**src/rtl/pixel_pkg.sv**
```systemverilog
// Shared pixel-path types and heat-map thresholds.
// Used by the gray-to-heatmap colouriser and its testbench.
package pixel_pkg;

    localparam int GRAY_W_DEF = 8;

    typedef struct packed {
        logic [GRAY_W_DEF-1:0] gray;
        logic                  sof;
        logic                  eol;
    } pixel_t;

    typedef struct packed {
        logic [GRAY_W_DEF-1:0] r;
        logic [GRAY_W_DEF-1:0] g;
        logic [GRAY_W_DEF-1:0] b;
    } rgb_t;

    function automatic int maxv_of(input int w);
        return (1 << w) - 1;
    endfunction

    // Red saturates at the low threshold, green at the high one.
    function automatic int heat_lo(input int maxv);
        return maxv;
    endfunction

    function automatic int heat_hi(input int maxv);
        return 2 * maxv;
    endfunction

endpackage

```
**src/rtl/pipe_stage_reg.sv**
```systemverilog
// Generic valid/ready register slice; accepts whenever it is empty
// or its content leaves downstream in the same cycle.
module pipe_stage_reg #(
    parameter int W = 8
) (
    input  logic         clk,
    input  logic         rst,
    input  logic         in_valid,
    output logic         in_ready,
    input  logic [W-1:0] in_data,
    output logic         out_valid,
    input  logic         out_ready,
    output logic [W-1:0] out_data
);

    logic         valid_q;
    logic [W-1:0] data_q;

    assign in_ready  = !valid_q || out_ready;
    assign out_valid = valid_q;
    assign out_data  = data_q;

    always_ff @(posedge clk or posedge rst) begin
        if (rst) begin
            valid_q <= 1'b0;
            data_q  <= '0;
        end else if (in_ready) begin
            valid_q <= in_valid;
            if (in_valid) begin
                data_q <= in_data;
            end
        end
    end

endmodule

```
**src/rtl/gray_heatmap_colorizer.sv**
```systemverilog
// Two-stage gray -> black/red/yellow/white heat-map colouriser.
// HEATMAP_INVERT_EN adds a per-beat invert input.
module gray_heatmap_colorizer
    import pixel_pkg::*;
#(
    parameter int GRAY_W      = GRAY_W_DEF,
    parameter int FRAME_CNT_W = 16
) (
    input  logic                   clk,
    input  logic                   rst,
    input  logic                   in_valid,
    output logic                   in_ready,
    input  logic [GRAY_W-1:0]      in_gray,
    input  logic                   in_sof,
    input  logic                   in_eol,
`ifdef HEATMAP_INVERT_EN
    input  logic                   invert,
`endif
    output logic                   out_valid,
    input  logic                   out_ready,
    output logic [GRAY_W-1:0]      out_r,
    output logic [GRAY_W-1:0]      out_g,
    output logic [GRAY_W-1:0]      out_b,
    output logic                   out_sof,
    output logic                   out_eol,
    output logic [FRAME_CNT_W-1:0] frame_cnt
);

    localparam int TW   = GRAY_W + 2;
    localparam int MAXV = maxv_of(GRAY_W);
    localparam int S1W  = TW + 2;
    localparam int S2W  = 3 * GRAY_W + 2;

    localparam logic [TW-1:0]     LO_T   = TW'(heat_lo(MAXV));
    localparam logic [TW-1:0]     HI_T   = TW'(heat_hi(MAXV));
    localparam logic [GRAY_W-1:0] MAXV_G = GRAY_W'(MAXV);

    logic [GRAY_W-1:0] gray_eff;
    logic [TW-1:0]     t_d;
    logic [S1W-1:0]    s1_in;
    logic [S1W-1:0]    s1_data;
    logic              s1_valid;
    logic              s2_ready;

    logic [TW-1:0]     s1_t;
    logic              s1_sof;
    logic              s1_eol;
    logic [TW-1:0]     g_t;
    logic [TW-1:0]     b_t;
    logic [GRAY_W-1:0] r_d;
    logic [GRAY_W-1:0] g_d;
    logic [GRAY_W-1:0] b_d;
    logic [S2W-1:0]    s2_in;
    logic [S2W-1:0]    s2_data;

    logic [FRAME_CNT_W-1:0] frame_cnt_q;
    logic [FRAME_CNT_W-1:0] frame_cnt_d;

`ifdef HEATMAP_INVERT_EN
    assign gray_eff = invert ? (MAXV_G - in_gray) : in_gray;
`else
    assign gray_eff = in_gray;
`endif

    // 3*g as g + 2*g, wide enough for 3*MAXV.
    assign t_d   = {2'b00, gray_eff} + {1'b0, gray_eff, 1'b0};
    assign s1_in = {t_d, in_sof, in_eol};

    pipe_stage_reg #(
        .W (S1W)
    ) u_s1 (
        .clk       (clk),
        .rst       (rst),
        .in_valid  (in_valid),
        .in_ready  (in_ready),
        .in_data   (s1_in),
        .out_valid (s1_valid),
        .out_ready (s2_ready),
        .out_data  (s1_data)
    );

    assign {s1_t, s1_sof, s1_eol} = s1_data;

    always_comb begin
        g_t = s1_t - LO_T;
        b_t = s1_t - HI_T;
        r_d = (s1_t >= LO_T) ? MAXV_G : s1_t[GRAY_W-1:0];
        g_d = '0;
        b_d = '0;
        if (s1_t > LO_T) begin
            g_d = (s1_t >= HI_T) ? MAXV_G : g_t[GRAY_W-1:0];
        end
        if (s1_t > HI_T) begin
            b_d = b_t[GRAY_W-1:0];
        end
    end

    assign s2_in = {r_d, g_d, b_d, s1_sof, s1_eol};

    pipe_stage_reg #(
        .W (S2W)
    ) u_s2 (
        .clk       (clk),
        .rst       (rst),
        .in_valid  (s1_valid),
        .in_ready  (s2_ready),
        .in_data   (s2_in),
        .out_valid (out_valid),
        .out_ready (out_ready),
        .out_data  (s2_data)
    );

    assign {out_r, out_g, out_b, out_sof, out_eol} = s2_data;

    always_comb begin
        frame_cnt_d = frame_cnt_q;
        if (out_valid && out_ready && out_sof) begin
            frame_cnt_d = frame_cnt_q + FRAME_CNT_W'(1);
        end
    end

    always_ff @(posedge clk or posedge rst) begin
        if (rst) begin
            frame_cnt_q <= '0;
        end else begin
            frame_cnt_q <= frame_cnt_d;
        end
    end

    assign frame_cnt = frame_cnt_q;

endmodule

```
**config.mk**
```make
export PLATFORM = sky130hd
export DESIGN_NAME = gray_heatmap_colorizer
export DESIGN_NICKNAME = d
export VERILOG_FILES = /design/src/rtl/pixel_pkg.sv /design/src/rtl/pipe_stage_reg.sv /design/src/rtl/gray_heatmap_colorizer.sv
export SDC_FILE = /design/constraint.sdc
export NUM_CORES = 1
export LEC_CHECK = 0
export BUFFER_PORTS_ARGS = -buffer_cell sky130_fd_sc_hd__buf_2
export CORE_MARGIN = 1
export CORE_UTILIZATION = 55
export DETAILED_ROUTE_END_ITERATION = 10
export PLACE_DENSITY = 0.89
export SLEW_MARGIN = 20
export SYNTH_ARGS = -nofsm -noshare
export SYNTH_HDL_FRONTEND = slang
export SYNTH_SLANG_ARGS = --single-unit
```
**constraint.sdc**
```tcl
create_clock -name clk -period 2.9 [get_ports clk]
set_input_delay 0.29 -clock clk [delete_from_list [all_inputs] [get_ports clk]]
set_output_delay 0.29 -clock clk [all_outputs]
set_load 0.02 [all_outputs]
```
; After elaboration in Yosys (flattened, before gate mapping)
; Cells that the tools add are included.
[totals]
register_bits = 56
inputBits = 14
[classes]
n_addsub = 4
n_reduce_logical = 8
order_cmp = 4
muxes = 4
[ops]
columns = cell, count
row1 = two-way mux 8 bit, 4
row2 = "adder 16 x 1 -> 16 bit, second input constant", 1
row3 = "subtractor 8 bit, second input constant", 2
row4 = adder 8 x 9 -> 10 bit, 1
row5 = "greater-or-equal comparator 10 x 8 -> 1 bit, second input constant", 1
row6 = "greater-or-equal comparator 10 x 9 -> 1 bit, second input constant", 1
row7 = "greater-than comparator 10 x 8 -> 1 bit, second input constant", 1
row8 = "greater-than comparator 10 x 9 -> 1 bit, second input constant", 1
row9 = AND reduction 2 bit, 2
row10 = logical AND 1 bit, 2
row11 = zero test 1 bit, 2
row12 = logical OR 1 bit, 2

; Logic depth before layout (Yosys ltp)
[logic_depth]
ltp_word = 4
depth_mapped = 7
depth_no_buf = 7

; Hierarchy
; A second synthesis with hierarchy kept.
[hier_totals]
hier_cells = 256
area_unflattened_um2 = 3124.2
[by_module_without_submodules]
columns = mod, cells_each, n_inst, area_per_inst_um2, seq_area_each_um2
row1 = gray_heatmap_colorizer, 167, 1, 1468.9, 400.4
row2 = pipe_stage_reg at u_s2, 59, 1, 1101.1, 675.6
row3 = pipe_stage_reg at u_s1, 30, 1, 554.3, 325.3

; Worst setup path before layout
; OpenSTA, ideal clock, no wires.
[synth_timing]
kind = in2reg
startpoint = input port in_gray[0]
endpoint = register u_s1.data_q[11] (netlist: u_s1.out_data[11])
setup_time_ns = 0.125
path_buffers = 0
setup_slack_ns = 1.028
t_arrival_ns = 1.747
cell_stages = 7
cell_sequence = ha_1 -> fa_1 -> a211oi_2 -> o21bai_1 -> a21oi_1 -> o21bai_1 -> mux2_2
[synth_via]
elab_chain_cells = 1
[synth_lines]
columns = item, line_no
row1 = start: declaration, gray_heatmap_colorizer.sv:13  ; input logic [GRAY_W-1:0] in_gray,
row2 = adder 8 x 9 -> 10 bit, gray_heatmap_colorizer.sv:66  ; assign t_d = {2'b00, gray_eff} + {1'b0, gray_eff, 1'b0};
row3 = end signal: assignment, pipe_stage_reg.sv:30  ; data_q <= in_data;
row4 = end: declaration, pipe_stage_reg.sv:17  ; logic [W-1:0] data_q;
; No other way between the ends.
; A chain may end at the register's enable or synchronous reset.

; Worst setup path after layout
[layout_timing]
startpoint = register u_s2.valid_q (netlist: u_s2.out_valid)
endpoint = register u_s2.data_q[23] (netlist: u_s2.out_data[23])
[layout_via]
elab_chain_cells = 3
[layout_lines]
columns = item, line_no
row1 = start: declaration, pipe_stage_reg.sv:16  ; logic valid_q;
row2 = start signal: assignment, pipe_stage_reg.sv:28  ; valid_q <= in_valid;
row3 = zero test 1 bit, pipe_stage_reg.sv:19  ; assign in_ready = !valid_q || out_ready;
row4 = logical OR 1 bit, pipe_stage_reg.sv:19
row5 = AND reduction 2 bit (no source line), --
row6 = end signal: assignment, pipe_stage_reg.sv:30
row7 = end: declaration, pipe_stage_reg.sv:17
; No other way between the ends.

==> flow_metrics.tcl <==
set metrics [dict create \
    fin_crit_sh 0.645 \
    drt_iter0_markers 92 \
    finalInstanceArea_mm2 0.00329 \
    grt_pass1_wl_um 8960 \
    relSlewSlack 0.561 \
    hold_buffers 0 \
    grt_max_degree 30 \
    hold_viol 0 \
    skew_ps 4.65 \
    insertedDiodeCount 0 \
    gp_congestion 0.842 \
    placement.cell_area_mm2 0.00318 \
    hold_ws_ps 26.7 \
    drc 0 \
    drt_wl_total_um 5400 \
    clk_pin_slew_ps 100 \
    placementRows 25 \
    syn-num-nets 301 \
    max_freq_ghz 0.534 \
    startpoint_type "flop" \
    start_util 0.587 \
    total_power_mw 2.36 \
    vias 2139 \
    wire_per_inst_um 13.7 \
    synthArstFlopShare 1.00 \
    via_per_inst 5.42 \
    ys_top_cells_by_area "dfrtp_1, ha_1, nand2_1" \
    drive_gt1_frac 0.277 \
    synth-seq-cells 56 \
    peakVddDrop_mv 0.327 \
    ys_types 42 \
    layout_min_cycle_time_ps 1870 \
    cts.sinks 56 \
    detailed_place_hpwl_um 4040 \
    h-tree-depth 2 \
    syn_area_per_cell_um2 10.5 \
    path_max_fanout 21 \
    hold_path_class "input port to async pin" \
    die_area_mm2 0.00550 \
    antenna_found_initial 0 \
    cts.path.max_buffers 2 \
    p_per_area_mw_per_mm2 717 \
    post_cts_resized 0 \
    area_delta_synth_final_pct 14.8 \
    post_cts_buffers 0 \
    yosys.area.top_type "dfrtp_1" \
    setup_viol 0 \
    portBuffers 57 \
    overflow 0 \
    drv_slew 0 \
    tritoncts "done" \
    synth_top_family_by_area "simple AND/OR/NAND/NOR gates" \
    ant_nets 0 \
    synth_xor_area_frac 0.0948 \
    firstDrtPassIters 4 \
    crit_required_ps 3100 \
    n_fill_cell 372 \
    arrival_ps 2070 \
    rsz0062_at_grt "no" \
    ys_warn_count 0 \
    clock_latency_ps 300 \
    final_net_count 355 \
    dp_slack_ps 797 \
    synth.most_common_cell "dfrtp_1" \
    boundaryPins 58 \
    totalNegativeSetupSlack_ps 0 \
    synth-edff-count 0 \
    muxShareOfSynthArea 0.0275 \
    synth_common_cells "dfrtp_1, nand2_1, nor2_1" \
    cap_viol_max_count 0 \
    core_mm2 0.00488 \
    p_leak_nw 1.54 \
    fin_ws_ps 1030 \
    yosys.area_share.simple 0.165 \
    grt_pass1_vias 2099 \
    die_w_um 74.2 \
    synth.top_cell.area_share 0.489 \
    synth_area_mm2 0.00286 \
    synth_adder_area_share 0.0638 \
    grt_util_all_layers 0.211 \
    cts_made_buffers 5 \
    end_kind "flop" \
    worst_slew_pin_slew_ps 657 \
    outcome "complete, no violations" \
    crit_type "flop to flop" \
    ys_seq_area_frac 0.489 \
    syn_inst 273 \
    synth-main-ff-cell "dfrtp_1" \
    cts-root-buf "clkbuf_8" \
    synth_compound_area_frac 0.125 \
    die_y_um 74.2 \
]
path summary, 6_finish.rpt:
kind | from | endpoint | slack (ps) | cells past startpoint
max in group asynchronous | rst | frame_cnt[15] | 2100 | 3
min reg2reg | frame_cnt[15] | frame_cnt[15] | 470 | 1
min in group clk | in_valid | u_s1.out_valid | 190 | 2
max reg2reg | u_s2.out_valid | u_s2.out_data[23] | 1030 | 5
max | u_s2.out_valid | u_s2.out_data[23] | 1030 | 5
min | rst | u_s2.out_data[3] | 30 | 2
stage by stage:
| stage | cells | utilization |
|---|---|---|
| 6_report | 395 | 0.674 |
| 5_1_grt | 395 | 0.674 |
| 4_1_cts | 395 | 0.674 |
| 3_5_place_dp | 387 | 0.651 |
| 3_3_place_gp | 387 | 0.651 |
| 2_1_floorplan | 273 | - |
registers in the layout, summed over array words and instances, names as in the netlist:
name            flops
u_s2.out_data      26
frame_cnt          16
u_s1.out_data      12
u_s1.out_valid      1
u_s2.out_valid      1
final cells by class:
type	count	area [um^2]	area share
Clock inverter	3	42.5	0.0129
Multi-Input combinational cell	197	1370	0.415
Clock buffer	5	68.8	0.0209
Sequential cell	56	1400	0.426
Inverter	9	33.8	0.0103
Tap cell	67	83.8	0.0255
Timing Repair Buffer	58	293	0.0890
logic make-up (layout without fill, tap and decap cells):
kind of cell	Yosys count	count (layout)
compound gates	53	53
xor+xnor	31	31
fa+ha+maj	14	14
buf+inv	20	75
flops	56	56
mux	7	7
simple gates	92	92
cells in the final DEF, fill, tap and decap left out, types with 2 or more instances in the layout:
master     n
a211oi_1   2
a211oi_2   3
a21o_1     2
a21oi_1   10
and3_1     2
buf_2     57
clkbuf_8   5
dfrtp_1   56
ha_1      13
inv_1      8
mux2_2     7
nand2_1   40
nand2b_1   3
nand3_1   11
nand3b_1   2
nand4_1    2
nor2_1    17
nor3_1     5
nor3_2     2
o21ai_0   15
o21ai_1    5
o21ai_2    4
o21bai_1   3
o22a_1     5
xnor2_1   16
xor2_1    15
per-layer routing:
metal	track usage	vias to the layer above	wire length (um)
met4	0.0855	0	127
met5	0	-	0
met3	0.0407	10	206
met2	0.374	49	2650
li1	-	1037	-
met1	0.252	1043	2410
report_power, final:
group	leakage, nW	internal [mW]	switching, mW
combinational	0.808	0.289	0.446
clock	0.0541	0.256	0.243
sequential	0.681	0.941	0.182
total	1.54	1.49	0.871
critical path, cell delays in order, from the launching register on:
cell      delay (ps)
dfrtp_1          430
nand2b_1         120
nand2_1          400
nor3_2           410
o21ai_2          180
o22a_2           220
(Power assumes the default switching activity.)
